`config.mk`:
```
export PLATFORM = sky130hd
export DESIGN_NAME = bit_serial_adder
export DESIGN_NICKNAME = d
export VERILOG_FILES = /design/src/rtl/adder_pkg.sv /design/src/rtl/one_bit_adder.sv /design/src/rtl/bit_serial_adder.sv
export SDC_FILE = /design/constraint.sdc
export NUM_CORES = 1
export LEC_CHECK = 0
export BUFFER_PORTS_ARGS = -buffer_cell sky130_fd_sc_hd__buf_4
export CAP_MARGIN = 15
export CORE_MARGIN = 10
export CORE_UTILIZATION = 54
export CTS_CLUSTER_SIZE = 8
export DETAILED_ROUTE_END_ITERATION = 12
export PLACE_DENSITY = 0.79
export SYNTH_ARGS = -nofsm -noshare
export SYNTH_HDL_FRONTEND = slang
export SYNTH_SLANG_ARGS = --single-unit
```
`constraint.sdc`:
```
create_clock -name clk -period 1.6 [get_ports clk]
set_input_delay 0 -clock clk [delete_from_list [all_inputs] [get_ports clk]]
set_output_delay 0 -clock clk [all_outputs]
set_load 0.05 [all_outputs]
```
`src/rtl/adder_pkg.sv`:
```
// Shared definitions for the bit-serial adder.
//   state_t      : FSM encoding (IDLE / RUN / DONE)
//   ADDER_WIDTH  : default operand width
//   calc_cnt_w() : width of the bit counter for a given operand width
package adder_pkg;

    typedef enum logic [1:0] {
        ST_IDLE = 2'd0,
        ST_RUN  = 2'd1,
        ST_DONE = 2'd2
    } state_t;

    localparam int ADDER_WIDTH = 8;

    // Counter only needs to reach WIDTH-1.
    function automatic int calc_cnt_w(input int w);
        return (w <= 2) ? 1 : $clog2(w);
    endfunction

endpackage

```
`src/rtl/one_bit_adder.sv`:
```
// Full-adder cell built from two half-adder stages.
//   A, B, Cin   : addend bits and carry-in
//   Sum, Cout   : sum bit and carry-out
//   AxorB_out   : propagate term (A ^ B)
//   AandB_out   : generate term (A & B)
//   PandCin_out : propagated carry (P & Cin)
module one_bit_adder (
    input  logic A,
    input  logic B,
    input  logic Cin,
    output logic Sum,
    output logic Cout,
    output logic AxorB_out,
    output logic AandB_out,
    output logic PandCin_out
);

    logic w_p;
    logic w_g;
    logic w_pc;

    assign w_p         = A ^ B;
    assign w_g         = A & B;
    assign w_pc        = w_p & Cin;
    assign Sum         = w_p ^ Cin;
    assign Cout        = w_g | w_pc;
    assign AxorB_out   = w_p;
    assign AandB_out   = w_g;
    assign PandCin_out = w_pc;

endmodule

```
`src/rtl/bit_serial_adder.sv`:
```
// Multi-cycle WIDTH-bit adder: operands are shifted LSB first through a
// single full-adder cell, one bit per clock, with the carry held in a flop.
//   clk, rst_n             : clock, async active-low reset
//   in_valid / in_ready    : operand handshake (ready only in IDLE)
//   a, b, cin              : operands, sampled on accept
//   out_valid / out_ready  : result handshake (valid held until consumed)
//   sum, cout, overflow    : registered result, carry-out, signed overflow
//   busy                   : high while bits are being processed
module bit_serial_adder
    import adder_pkg::*;
#(
    parameter int WIDTH = ADDER_WIDTH,
    parameter int CNT_W = calc_cnt_w(WIDTH)
) (
    input  logic             clk,
    input  logic             rst_n,
    input  logic             in_valid,
    output logic             in_ready,
    input  logic [WIDTH-1:0] a,
    input  logic [WIDTH-1:0] b,
    input  logic             cin,
    output logic             out_valid,
    input  logic             out_ready,
    output logic [WIDTH-1:0] sum,
    output logic             cout,
    output logic             overflow,
    output logic             busy
);

    state_t            r_state;
    state_t            w_next;
    logic [CNT_W-1:0]  r_cnt;
    logic [WIDTH-1:0]  r_a_sh;
    logic [WIDTH-1:0]  r_b_sh;
    logic [WIDTH-1:0]  r_sum_sh;
    logic              r_carry;
    logic [WIDTH-1:0]  r_sum;
    logic              r_cout;
    logic              r_ovf;
    logic              w_sum;
    logic              w_cout;
    logic              w_last;

    one_bit_adder u_fa (
        .A           (r_a_sh[0]),
        .B           (r_b_sh[0]),
        .Cin         (r_carry),
        .Sum         (w_sum),
        .Cout        (w_cout),
        .AxorB_out   (),
        .AandB_out   (),
        .PandCin_out ()
    );

    assign w_last = (r_cnt == CNT_W'(WIDTH - 1));

    // State register
    always_ff @(posedge clk or negedge rst_n) begin
        if (!rst_n) r_state <= ST_IDLE;
        else        r_state <= w_next;
    end

    // Next-state logic
    always_comb begin
        w_next = r_state;
        case (r_state)
            ST_IDLE: if (in_valid)  w_next = ST_RUN;
            ST_RUN:  if (w_last)    w_next = ST_DONE;
            ST_DONE: if (out_ready) w_next = ST_IDLE;
            default:                w_next = ST_IDLE;
        endcase
    end

    // Outputs decoded from state
    always_comb begin
        in_ready  = 1'b0;
        busy      = 1'b0;
        out_valid = 1'b0;
        case (r_state)
            ST_IDLE: in_ready  = 1'b1;
            ST_RUN:  busy      = 1'b1;
            ST_DONE: out_valid = 1'b1;
            default: ;
        endcase
    end

    // Datapath: shifters, carry, counter and result registers
    always_ff @(posedge clk or negedge rst_n) begin
        if (!rst_n) begin
            r_cnt    <= '0;
            r_a_sh   <= '0;
            r_b_sh   <= '0;
            r_sum_sh <= '0;
            r_carry  <= 1'b0;
            r_sum    <= '0;
            r_cout   <= 1'b0;
            r_ovf    <= 1'b0;
        end else begin
            case (r_state)
                ST_IDLE: begin
                    if (in_valid) begin
                        r_a_sh   <= a;
                        r_b_sh   <= b;
                        r_carry  <= cin;
                        r_sum_sh <= '0;
                        r_cnt    <= '0;
                    end
                end
                ST_RUN: begin
                    r_a_sh   <= {1'b0, r_a_sh[WIDTH-1:1]};
                    r_b_sh   <= {1'b0, r_b_sh[WIDTH-1:1]};
                    r_sum_sh <= {w_sum, r_sum_sh[WIDTH-1:1]};
                    r_carry  <= w_cout;
                    r_cnt    <= r_cnt + 1'b1;
                    // On the MSB cycle r_carry is the carry into the MSB,
                    // so carry-in XOR carry-out of that bit is signed overflow.
                    if (w_last) begin
                        r_sum  <= {w_sum, r_sum_sh[WIDTH-1:1]};
                        r_cout <= w_cout;
                        r_ovf  <= r_carry ^ w_cout;
                    end
                end
                default: ;
            endcase
        end
    end

    assign sum      = r_sum;
    assign cout     = r_cout;
    assign overflow = r_ovf;

endmodule
```
==> summary.txt <==
Busiest layer in global routing = met2
Die width = 76.5 microns
Post-synthesis cell area = 1720 sq um
Vias = 1330
CP max-delay cell = sky130_fd_sc_hd__dfrtp_1
Worst reg2reg startpoint = r_cnt[0]$_DFFE_PN0P_
PwrDens = 2040 nW/um^2
Number of levels the H-tree was split into = 2
Final worst path period need = 1.50 ns
Number of synthesized register bits = 39
Clk_lat worst skew = 0.34 ns
Final Skew = 0.00829 ns
Via/cell ratio = 5.59
DRT Pass-1 Iters = 4
Hold_sp = b[2]
Critical path launch point type = flop
Die H = 76.5 microns
Sum of buffers and inverters on the critical path = 0
Async set-reset flop share out of synthesis = 100%
Max_cap viols = 0
Synth Area per Inst = 12.2 sq um
Number of global-route vias before repair = 1387
Syn Nets = 165
Final non-filler cell total = 238
Antenna violations before repair = 0
Cells traversed along the worst timing path = ha_1, ha_1, nand3b_4, mux2_2
Global routing usage on met2 = 22.6%
Setup total negative slack = 0 ns
Core region area = 3050 sq um
Average wire per standard cell = 16.4 microns
Count of pins on the block boundary = 34
Largest net degree at the start of global routing = 40
Startpoint of the most critical setup path = r_cnt[0]$_DFFE_PN0P_
# nets final = 217
Instance count of the mapped netlist = 141
Master cell of the clock root buffer = sky130_fd_sc_hd__clkbuf_4
Clock Tree Buf Depth = 2
Crit path top cell by count = sky130_fd_sc_hd__ha_1
Maximum vdd drop = 0.899 mV
Critical path start-end classification = flop to flop
Total setup violations reported at the end of the flow = 0
Main synth FF type = sky130_fd_sc_hd__dfrtp_1
Post-layout total power = 4.64 mW
Area growth from synthesis to layout = 32.1%
Status = finished clean
Worst min-delay path category = input pin to flop
Initial Util = 56.5%
Clock sink count = 39
Critical path data required time = 1.84 ns
Placed Instances = 211
YS warnings = 0
Leakage power total = 1.06 nW
Portion of the post-synthesis area used by sequential elements = 56.6%
CTS tree = yes
Fraction of the core area covered by cells at the end of the flow = 74.6%
Share of post-route cells with drive strength above 1 = 31.4%
All-layer global routing usage = 14.0%
Critical Path AT = 1.74 ns
Remaining global-route overflow = 0
Worst relative slew slack = 68.0%
Final period util = 93.9%
Slew at the pin with the worst max-slew slack = 0.480 ns
Delay-heaviest family, CP = adder cells
Placer's final routability congestion estimate = 0.703
HPWL Detailed = 2650 microns
Achievable clock frequency = 665 MHz
Number of DRC violations after detailed routing = 0
Final ANT Viol Nets = 0
Met1 track demand over resource in global routing = 16.8%
Max-slew violations = 0
Die Area = 5850 sq um
1st-iter DRT viols = 85
Wire length of the first global-routing pass = 6770 microns
CP endpoint kind = flop
EDFF count, synth = 0
Met3 Resource Use GR = 4.36%
Diodes inserted = 0
Number of placement rows = 20
Post-CTS clock slew at the launch and capture registers of the worst setup and hold paths = 0.11 ns
TritonCTS Buffers = 5
Number of distinct library cells after synthesis = 25
Setup repair after global routing missed its margin = no
Peak fanout along the critical path = 12
WHS = 0.0219 ns
Largest incremental delay on the critical path = 0.42 ns
Total length of routed wires = 3900 microns
Port-buffer cells = 33
Final number of hold-violating endpoints = 0
[cell type report]
class | instances | area, sq um
clock buffer | 6 | 41.3
clock inverter | 2 | 60.1
fill | 206 | 776
inverter | 3 | 17.5
multi-input combinational | 89 | 669
sequential | 39 | 976
tap | 44 | 55.1
timing repair buffer | 55 | 458
[what timing repair did]
item | in CTS | in global routing
gates resized for setup | 0 | 3
hold endpoints to repair | 56 | 0
setup endpoints to repair | 0 | 2
setup buffers | 0 | 1
hold buffers | 18 | 0
[worst reg2reg max path, stage by stage (launching register included)]
cell and delay (ns):
sky130_fd_sc_hd__dfrtp_1 0.42, sky130_fd_sc_hd__ha_1 0.21, sky130_fd_sc_hd__ha_1 0.22, sky130_fd_sc_hd__nand3b_4 0.20, sky130_fd_sc_hd__mux2_2 0.36
[logic make-up after synthesis]
| logic type | Yosys count | share of synthesized area, % |
|---|---|---|
| AOI/OAI and AO/OA | 61 | 22.6 |
| xor gates and xnor gates | 1 | 0.508 |
| adders and majority gates | 3 | 2.61 |
| buffers and inverters | 13 | 4.86 |
| DFF | 39 | 56.6 |
| muxes | 9 | 7.40 |
| and+or+nand+nor | 15 | 5.44 |
[metal layers]
metal	share of wire (%)	vias up
met2	52	37
met4	1.3	0
met5	0	-
met1	41	650
met3	5.6	6
li1	-	637
[report_power, final]
group	leakage [nW]	switching, mW	total [mW]	internal (mW)
logic	0.525	1.21	2.09	0.877
clock network	0.0525	0.312	0.799	0.488
registers	0.478	0.321	1.75	1.43
total	1.06	1.85	4.64	2.79
[cell usage in the layout, fill, tap and decap left out, types with 2 or more instances in the layout]
master,Yosys,routed
sky130_fd_sc_hd__dfrtp_1,39,39
sky130_fd_sc_hd__buf_4,4,37
sky130_fd_sc_hd__o22ai_1,28,28
sky130_fd_sc_hd__dlygate4sd3_1,0,18
sky130_fd_sc_hd__a21oi_1,15,15
sky130_fd_sc_hd__a22o_1,9,9
sky130_fd_sc_hd__mux2_4,7,7
sky130_fd_sc_hd__o21ai_0,6,6
sky130_fd_sc_hd__clkbuf_4,0,5
sky130_fd_sc_hd__nor2_1,5,4
sky130_fd_sc_hd__nand2_1,4,4
sky130_fd_sc_hd__nor2b_1,2,2
sky130_fd_sc_hd__mux2_2,2,2
sky130_fd_sc_hd__ha_1,2,2
sky130_fd_sc_hd__bufinv_16,0,2
[synthesized netlist by cell type (2+ instances only)]
| library cell | count | area [sq um] |
|---|---|---|
| sky130_fd_sc_hd__o22ai_1 | 28 | 175 |
| sky130_fd_sc_hd__a21oi_1 | 15 | 75.1 |
| sky130_fd_sc_hd__dfrtp_1 | 39 | 976 |
| sky130_fd_sc_hd__mux2_4 | 7 | 105 |
| sky130_fd_sc_hd__mux2_2 | 2 | 22.5 |
| sky130_fd_sc_hd__o21ai_0 | 6 | 30.0 |
| sky130_fd_sc_hd__a22o_1 | 9 | 78.8 |
| sky130_fd_sc_hd__inv_1 | 2 | 7.51 |
| sky130_fd_sc_hd__ha_1 | 2 | 25.0 |
| sky130_fd_sc_hd__buf_2 | 4 | 20.0 |
| sky130_fd_sc_hd__buf_4 | 4 | 30.0 |
| sky130_fd_sc_hd__buf_6 | 2 | 22.5 |
| sky130_fd_sc_hd__nand2_1 | 4 | 15.0 |
| sky130_fd_sc_hd__nor2_1 | 5 | 18.8 |
| sky130_fd_sc_hd__nor2b_1 | 2 | 12.5 |
[metrics by stage]
| step | setup slack (ns) | area, sq um |
|---|---|---|
| after floorplan | 0.169 | 1730 |
| after global placement | 0.149 | 1980 |
| after detailed placement | 0.110 | 1980 |
| after CTS | 0.0246 | 2260 |
| after global routing | 0.0385 | 2280 |
| final | 0.0972 | 2280 |
[state kept, by name, indices dropped and copies added (netlist names)]
register,flops
r_carry,1
r_b_sh,8
sum,8
overflow,1
r_sum_sh,7
r_a_sh,8
cout,1
r_cnt,3
r_state,2
[path summary, 6_finish.rpt]
| check | endpoint | slack [ns] | cells after the start |
|---|---|---|---|
| min in group asynchronous | r_sum_sh[4]$_DFFE_PN0P_ | 0.15 | 2 |
| max in group asynchronous | cout$_DFFE_PN0P_ | 1.12 | 2 |
| min reg2reg | r_sum_sh[1]$_DFFE_PN0P_ | 0.52 | 1 |
| max reg2reg | sum[0]$_DFFE_PN0P_ | 0.1 | 4 |
| min | r_b_sh[2]$_DFFE_PN0P_ | 0.02 | 3 |
| max | sum[0]$_DFFE_PN0P_ | 0.1 | 4 |
(Power assumes the default switching activity.)
